$ cat src/rtl/coax_tx_serializer.sv
`default_nettype none
// ============================================================================
//  Module   : coax_tx_serializer
//  Purpose  : Transmit serializer for the IBM 3270 coax link. Accepts 10-bit
//             words from the protocol layer and emits a bi-phase (Manchester)
//             framed message: 5-cell quiesce preamble, 3-cell code violation,
//             one or more 12-cell words (sync, data MSB first, even parity),
//             then a 2-cell end sequence.
//  Ports    : clk      - system clock, rising edge
//             reset_n  - asynchronous active-low reset
//             load     - word-load request, rising edge accepted
//             data     - 10-bit word, sampled on the accepting cycle
//             tx       - registered serial line level
//             active   - registered, high while a message is on the line
//  Revision : 1.0 - initial release
// ============================================================================
module coax_tx_serializer #(
    parameter int CLOCKS_PER_BIT = 8
) (
    input  logic       clk,
    input  logic       reset_n,
    input  logic       load,
    input  logic [9:0] data,
    output logic       tx,
    output logic       active
);

    localparam int                C_PH_W    = (CLOCKS_PER_BIT > 1) ? $clog2(CLOCKS_PER_BIT) : 1;
    localparam logic [C_PH_W-1:0] C_PH_LAST = C_PH_W'(CLOCKS_PER_BIT - 1);
    localparam logic [C_PH_W-1:0] C_PH_HALF = C_PH_W'(CLOCKS_PER_BIT / 2);
    localparam logic [C_PH_W-1:0] C_PH_ONE  = C_PH_W'(1);

    // Index of the final cell in each timed state
    localparam logic [3:0] C_QUI_LAST  = 4'd4;
    localparam logic [3:0] C_CV_LAST   = 4'd2;
    localparam logic [3:0] C_WORD_LAST = 4'd11;
    localparam logic [3:0] C_END_LAST  = 4'd1;

    typedef enum logic [2:0] {
        S_IDLE    = 3'd0,
        S_QUIESCE = 3'd1,
        S_CV      = 3'd2,
        S_WORD    = 3'd3,
        S_END     = 3'd4
    } state_t;

    state_t              state_q, state_d;
    logic [C_PH_W-1:0]   ph_q, ph_d;        // cycle within the current bit cell
    logic [3:0]          cell_q, cell_d;    // bit cell within the current state
    logic [9:0]          hold_q, hold_d;
    logic                hold_full_q, hold_full_d;
    logic [11:0]         shift_q, shift_d;  // {sync, data[9:0], parity}, MSB on line
    logic                load_q;
    logic                tx_q, tx_d;
    logic                active_q, active_d;

    logic                accept;
    logic                cell_end;
    logic                word_entry;

    // Holding register only takes a word when empty; extra requests are dropped.
    assign accept   = load & ~load_q & ~hold_full_q;
    assign cell_end = (ph_q == C_PH_LAST);

    always_comb begin
        state_d     = state_q;
        ph_d        = ph_q;
        cell_d      = cell_q;
        shift_d     = shift_q;
        hold_d      = hold_q;
        hold_full_d = hold_full_q;
        word_entry  = 1'b0;

        if (state_q != S_IDLE) begin
            ph_d = cell_end ? '0 : ph_q + C_PH_ONE;
            if (cell_end) begin
                cell_d = cell_q + 4'd1;
            end
        end

        case (state_q)
            S_IDLE: begin
                ph_d   = '0;
                cell_d = '0;
                if (hold_full_q) begin
                    state_d = S_QUIESCE;
                end
            end
            S_QUIESCE: begin
                if (cell_end && cell_q == C_QUI_LAST) begin
                    state_d = S_CV;
                    cell_d  = '0;
                end
            end
            S_CV: begin
                if (cell_end && cell_q == C_CV_LAST) begin
                    state_d    = S_WORD;
                    cell_d     = '0;
                    word_entry = 1'b1;
                end
            end
            S_WORD: begin
                if (cell_end) begin
                    if (cell_q == C_WORD_LAST) begin
                        cell_d = '0;
                        // A queued word chains straight on with no gap.
                        if (hold_full_q) begin
                            word_entry = 1'b1;
                        end else begin
                            state_d = S_END;
                        end
                    end else begin
                        shift_d = {shift_q[10:0], 1'b0};
                    end
                end
            end
            S_END: begin
                if (cell_end && cell_q == C_END_LAST) begin
                    state_d = S_IDLE;
                    cell_d  = '0;
                end
            end
            default: begin
                state_d = S_IDLE;
                ph_d    = '0;
                cell_d  = '0;
            end
        endcase

        // Word entry requires a full holding register and accept requires an
        // empty one, so the two never coincide.
        if (word_entry) begin
            shift_d     = {1'b1, hold_q, ^hold_q};
            hold_full_d = 1'b0;
        end
        if (accept) begin
            hold_d      = data;
            hold_full_d = 1'b1;
        end
    end

    // Line level is derived from the next-state values so the registered tx
    // lines up with the state/counters in the same cycle.
    always_comb begin
        tx_d = 1'b0;
        case (state_d)
            S_IDLE:    tx_d = 1'b0;
            S_QUIESCE: tx_d = (ph_d < C_PH_HALF);
            S_CV:      tx_d = (cell_d == 4'd0) || ((cell_d == 4'd1) && (ph_d < C_PH_HALF));
            S_WORD:    tx_d = shift_d[11] ^ (ph_d >= C_PH_HALF);
            S_END:     tx_d = (cell_d == 4'd0) ? (ph_d >= C_PH_HALF) : 1'b1;
            default:   tx_d = 1'b0;
        endcase
        active_d = (state_d != S_IDLE);
    end

    always_ff @(posedge clk or negedge reset_n) begin
        if (!reset_n) begin
            state_q     <= S_IDLE;
            ph_q        <= '0;
            cell_q      <= '0;
            shift_q     <= '0;
            hold_q      <= '0;
            hold_full_q <= 1'b0;
            load_q      <= 1'b0;
            tx_q        <= 1'b0;
            active_q    <= 1'b0;
        end else begin
            state_q     <= state_d;
            ph_q        <= ph_d;
            cell_q      <= cell_d;
            shift_q     <= shift_d;
            hold_q      <= hold_d;
            hold_full_q <= hold_full_d;
            load_q      <= load;
            tx_q        <= tx_d;
            active_q    <= active_d;
        end
    end

    assign tx     = tx_q;
    assign active = active_q;

endmodule
`default_nettype wire

$ cat config.mk
export PLATFORM = sky130hd
export DESIGN_NAME = coax_tx_serializer
export DESIGN_NICKNAME = d
export VERILOG_FILES = /design/src/rtl/coax_tx_serializer.sv
export SDC_FILE = /design/constraint.sdc
export NUM_CORES = 1
export LEC_CHECK = 0
export ABC_AREA = 1
export BUFFER_PORTS_ARGS = -buffer_cell sky130_fd_sc_hd__buf_2
export CORE_ASPECT_RATIO = 2
export CORE_MARGIN = 2
export CORE_UTILIZATION = 55
export DETAILED_ROUTE_END_ITERATION = 8
export GPL_TIMING_DRIVEN = 0
export PLACE_DENSITY = 0.74
export SLEW_MARGIN = 20
export SYNTH_ARGS = -nofsm -noshare
export SYNTH_HDL_FRONTEND = slang
export SYNTH_SLANG_ARGS = --single-unit
$ cat constraint.sdc
create_clock -name clk -period 3.38 [get_ports clk]
set_input_delay 0.676 -clock clk [delete_from_list [all_inputs] [get_ports clk]]
set_output_delay 0.676 -clock clk [all_outputs]
set_load 0.005 [all_outputs]
# ---- After elaboration in Yosys (flattened, before gate mapping)
# Index checks and enable logic that the tools add are counted.
dict set report totals {
  inputBits 13
  mem_bits_ro 0
  regBits 36
  memories 0
  ramBits 0
  latch_bits 0
  elab_cells 81
}
dict set report classes {
  div 0
  n_reduce_logical 15
  add_sub_neg 2
  shifts 0
  n_eq_ne 15
  n_mux 32
  n_mul 0
  magnitude_cmp 2
  n_bitwise 5
}
# op n
set ops {}
lappend ops {{$mux 12} 4}
lappend ops {{$mux 3} 10}
lappend ops {{$mux 4} 7}
lappend ops {{$pmux 4 s4} 1}
lappend ops {{$pmux 3 s5} 1}
lappend ops {{$eq 3x2->1 const B} 4}
lappend ops {{$reduce_xor 10->1} 1}
lappend ops {{$eq 3x3->1 const B} 3}
lappend ops {{$eq 4x1->1 const B} 2}
lappend ops {{$mux 1} 7}
lappend ops {{$eq 3x1->1 const B} 2}
lappend ops {{$reduce_bool 2->1} 3}
lappend ops {{$reduce_bool 3->1} 2}
lappend ops {{$add 4x1->4 const B} 1}
lappend ops {{$eq 4x2->1 const B} 1}
lappend ops {{$eq 4x3->1 const B} 1}
lappend ops {{$eq 4x4->1 const B} 1}
lappend ops {{$logic_and 1x1->1} 4}
lappend ops {{$logic_not 4->1} 1}
lappend ops {{$pmux 1 s4} 1}
lappend ops {{$reduce_or 4->1} 1}
lappend ops {{$add 3x1->3 const B} 1}
lappend ops {{$ge 3x3->1 const B} 1}
lappend ops {{$logic_not 3->1} 1}
lappend ops {{8 further kinds} 10}

# ---- Longest topological paths before layout
dict set report depth {
  depth_word 10
  ltp_mapped 15
}

# ---- Worst setup path after synthesis
# OpenSTA, ideal clock, no wires.
dict set report synth_timing {
  path_kind {reg2reg}
  startpoint {register ph_q[0]}
  endpoint {register tx_q (netlist: tx)}
  t_required_ns 3.259
  path_stages_with_launch 16
  path_slack_ns 1.683
  arrival_time_ns 1.576
  cell_sequence {dfrtp_1 ha_1 ha_1 buf_4 nand2_1 inv_1 nand2_1 nand2_1 nand2_2 nor2_4 nor2_2 nor2_2 nand2_1 nand2_1 nand2_1 nand3_2}
}
dict set report synth_via {
  elab_chain_cells 10
  word_cells_on_any_way 40
}
# element line
set synth_lines {}
lappend synth_lines {{start, declared} 48} ;# logic [C_PH_W-1:0] ph_q, ph_d;
lappend synth_lines {{start signal, assigned} 170} ;# ph_q <= ph_d;
lappend synth_lines {{$eq 3x3->1 (*)} 63} ;# assign cell_end = (ph_q == C_PH_LAST);
lappend synth_lines {{$mux 4} 76} ;# if (cell_end) begin
lappend synth_lines {{$mux 4} 74} ;# if (state_q != S_IDLE) begin
lappend synth_lines {{$mux 4} 104} ;# if (cell_q == C_WORD_LAST) begin
lappend synth_lines {{$mux 4} 103} ;# if (cell_end) begin
lappend synth_lines {{$pmux 4 s4 (*)} 81} ;# case (state_q)
lappend synth_lines {{net cell_d[2]} 49} ;# logic [3:0] cell_q, cell_d;
lappend synth_lines {{$eq 4x1->1} 149} ;# S_CV: tx_d = (cell_d == 4'd0) || ((cell_d == 4'd1) && (ph_d < C_PH_HALF));
lappend synth_lines {{$logic_and 1x1->1} 149}
lappend synth_lines {{$logic_or 1x1->1} 149}
lappend synth_lines {{$pmux 1 s4 (*)} 146} ;# case (state_d)
lappend synth_lines {{net tx_d} 54} ;# logic tx_q, tx_d;
lappend synth_lines {{end signal, assigned} 176} ;# tx_q <= tx_d;
lappend synth_lines {{end, declared} 54}
# Mark *: on every way through the listed nets, which the timed path passes. The rest lies on a longest branch. The select of a mux whose other input is x is not followed.
# A chain may end at the register's enable or synchronous reset.

# ---- Final worst setup path
dict set report layout_timing {
  startpoint {register ph_q[0]}
  endpoint {register tx_q (netlist: tx)}
}
dict set report layout_via {
  elab_chain_cells 10
  word_cells_on_any_way 40
}
# element line
set layout_lines {}
lappend layout_lines {{$eq 3x3->1} 63}
lappend layout_lines {{$mux 4} 76}
lappend layout_lines {{$mux 4} 74}
lappend layout_lines {{$mux 4} 104}
lappend layout_lines {{$mux 4} 103}
lappend layout_lines {{$pmux 4 s4} 81}
lappend layout_lines {{$eq 4x1->1} 149}
lappend layout_lines {{$logic_and 1x1->1} 149}
lappend layout_lines {{$logic_or 1x1->1} 149}
lappend layout_lines {{$pmux 1 s4 (*)} 146}
lappend layout_lines {{net tx_d} 54}
# Marked as above.

==> reports/results.ini <==
[finish]
final_common_cell = nand2_1
fillers = 341
mostFrequentLayoutCells = nand2_1 (73), dfrtp_1 (36), inv_1 (19)
multi_input_area_um2 = 967
seq_area_um2 = 901
layout-drive-gt1-share_pct = 26.3
areaGrowthSynthToFinish_pct = 12.8
layout.nets = 274
antenna_cells = 0

[floorplanning]
die_w_um = 46.7
placeableCoreArea_mm2 = 0.00357
fp.dieArea_mm2 = 0.00418
die_h_um = 89.4
ios = 15
fp-row-count = 31
initial_core_util_pct = 56.2

[synth]
syn-mean-instance-area_um2 = 8.61
ys_ff_latch = 36
syn_area_mm2 = 0.00201
yosysTopAreaCell = dfrtp_1
synthCells = 233
yosysUniqueCellTypes = 26
yosysWarnings = 0
synthTopCellsByArea = dfrtp_1 (45%), nand2_1 (14%), mux2_2 (6.2%)
synth_nets = 253
yosysSeqAreaShare_pct = 44.9
yosysTopAreaCellShare_pct = 44.9

[sta]
hold_viol_final = 0
clock.fmax_ghz = 0.514
fin_tns_setup_ns = 0
slew_headroom_pct = 47.2
grt_setup_unrepaired = false
fin_crit_sh_pct = 57.5
clock_skew_ns = 0.00549
finalSetupViolations = 0
worst_slew_pin_slew_ns = 0.792
fin_crit_ns = 1.94
final_max_slew_viol_count = 0

[worst_setup_path]
cp_max_fo = 8
required_ns = 3.55
end_kind = flip-flop
critPathLaunchType = flip-flop
arrival_ns = 2.11
critical_path_class = reg2reg

[drt]
via_count = 1556
dr.pass1.iters = 4
first_iter_violations = 48
route.detailed.drc = 0
via_per_inst = 5.12
ant_nets = 0
wire_per_inst_um = 12.7
finalWirelength_um = 3860

[job]
drv_cap = 0

[global_route]
antenna_found_initial = 0
grt_usage_pct = 22.1
overflow = 0
first_global_vias = 1556
grt_pass1_wl_um = 6510
grt_max_degree = 37

[clock_tree]
post_cts_buffers = 0
clk_pin_slew_ns = 0.07
cts_tree = built
clk_latency_ns = 0.29
clk_path_buf_depth = 2
hold_buffers = 0
cts_made_buffers = 5
clkSinkCount = 36
cts-root-buf = clkbuf_8
cts_resized = 0
htreeDepth = 2

[hold_path]
hold_class = in2async

[placed_design]
io_buffers = 14
dp_hpwl_um = 3080
gp_congestion = 0.804

[power_and_ir_drop]
power_uw = 849
ir_worst_vdd_mv = 0.332
switching_share_pct = 18.0
internal-power_uw = 696
p_clk_share_pct = 47.5
leakagePower_uw = 0.00121
powerDensity_mw_per_mm2 = 375
power_frac_comb_pct = 1.7
power_switching_uw = 152
seqPwrFrac_pct = 50.8

[status]
status = complete, no violations

## through the flow
stage	std cells	hold slack [ns]	worst slack, ns	utilization (%)	area, um2
after global placement	296	0.457	1.47	59.9	2140
final	304	0.467	1.44	63.5	2260
after floorplan	233	0.380	1.68	-	2010
after global routing	304	0.493	1.28	63.5	2260
after CTS	304	0.478	1.43	63.5	2260
after detailed placement	296	0.466	1.45	59.9	2140
## worst paths after layout
kind	startpoint	end	slack (ns)	depth (start not counted)
worst max register to register	ph_q[0]	tx	1.44	15
worst min register to register	shift_q[4]	shift_q[4]	0.48	2
min in group clk	shift_q[4]	shift_q[4]	0.48	2
max in group asynchronous	reset_n	load_q	2.41	1
worst max-delay path	ph_q[0]	tx	1.44	15
worst min-delay path	reset_n	ph_q[0]	0.47	1
## state kept, by name (all words and copies together) (netlist names)
| name | flops |
|---|---|
| ph_q | 3 |
| tx | 1 |
| hold_full_q | 1 |
| hold_q | 10 |
| active | 1 |
| cell_q | 4 |
| shift_q | 12 |
| load_q | 1 |
| state_q | 3 |
## critical path, stage by stage, from the launching register on
cell and delay [ns]:
dfrtp_1 0.40, ha_1 0.22, ha_1 0.18, buf_4 0.16, nand2_1 0.06, inv_1 0.05
nand2_1 0.05, nand2_1 0.06, nand2_2 0.10, inv_1 0.05, nand2_1 0.09, nand2_1 0.11
nand2_1 0.07, a21oi_1 0.06, nand2_1 0.08, nand3_2 0.07
## cell families (layout without fill, tap and decap cells)
| kind of cell | Yosys count | after routing | synth area share, % |
|---|---|---|---|
| mux | 11 | 11 | 6.17 |
| fa+ha+maj | 7 | 7 | 4.36 |
| flops | 36 | 36 | 44.9 |
| xor+xnor | 7 | 7 | 3.05 |
| buf+inv | 32 | 54 | 6.92 |
| compound gates | 18 | 18 | 6.05 |
| simple gates | 122 | 122 | 28.6 |
## cell usage after synthesis
library cell	count
nor2_1	11
xnor2_1	6
a22oi_1	10
o21ai_1	1
or2_2	1
mux2_2	11
ha_1	7
nor2_2	8
inv_2	7
xor2_1	1
buf_4	2
o21ai_0	2
nand3_2	5
dfrtp_1	36
nand4_1	3
a21oi_1	3
a211oi_1	1
nand2_2	3
o21ai_2	1
nand3b_1	2
buf_6	1
buf_2	3
nand3_1	13
nor2_4	3
inv_1	19
nand2_1	73
## per-layer routing
layer | wire length, um | track usage [%] | up-vias
met4 | 127 | 11.4 | 0
met5 | 0 | 0 | -
met2 | 2300 | 40.7 | 33
met1 | 1320 | 22.3 | 728
met3 | 121 | 3.64 | 11
li1 | - | - | 784
## area by class of cell
class / instances / area share, %
Multi-Input combinational cell: 165 / 42.7
Sequential cell: 36 / 39.8
Inverter: 26 / 4.31
Clock buffer: 7 / 4.25
Timing Repair Buffer: 14 / 3.09
Tap cell: 49 / 2.71
Buffer: 6 / 1.82
Clock inverter: 1 / 1.33
## power groups by stage
stage	Combinational [uW]	Clock [uW]	Sequential (uW)
floorplan	0.298	0	440
global placement	14.9	0	440
detailed placement	15.2	0	440
CTS	15.1	412	431
global route	17.0	431	431
finish	14.5	403	432
(Power assumes the default switching activity.)
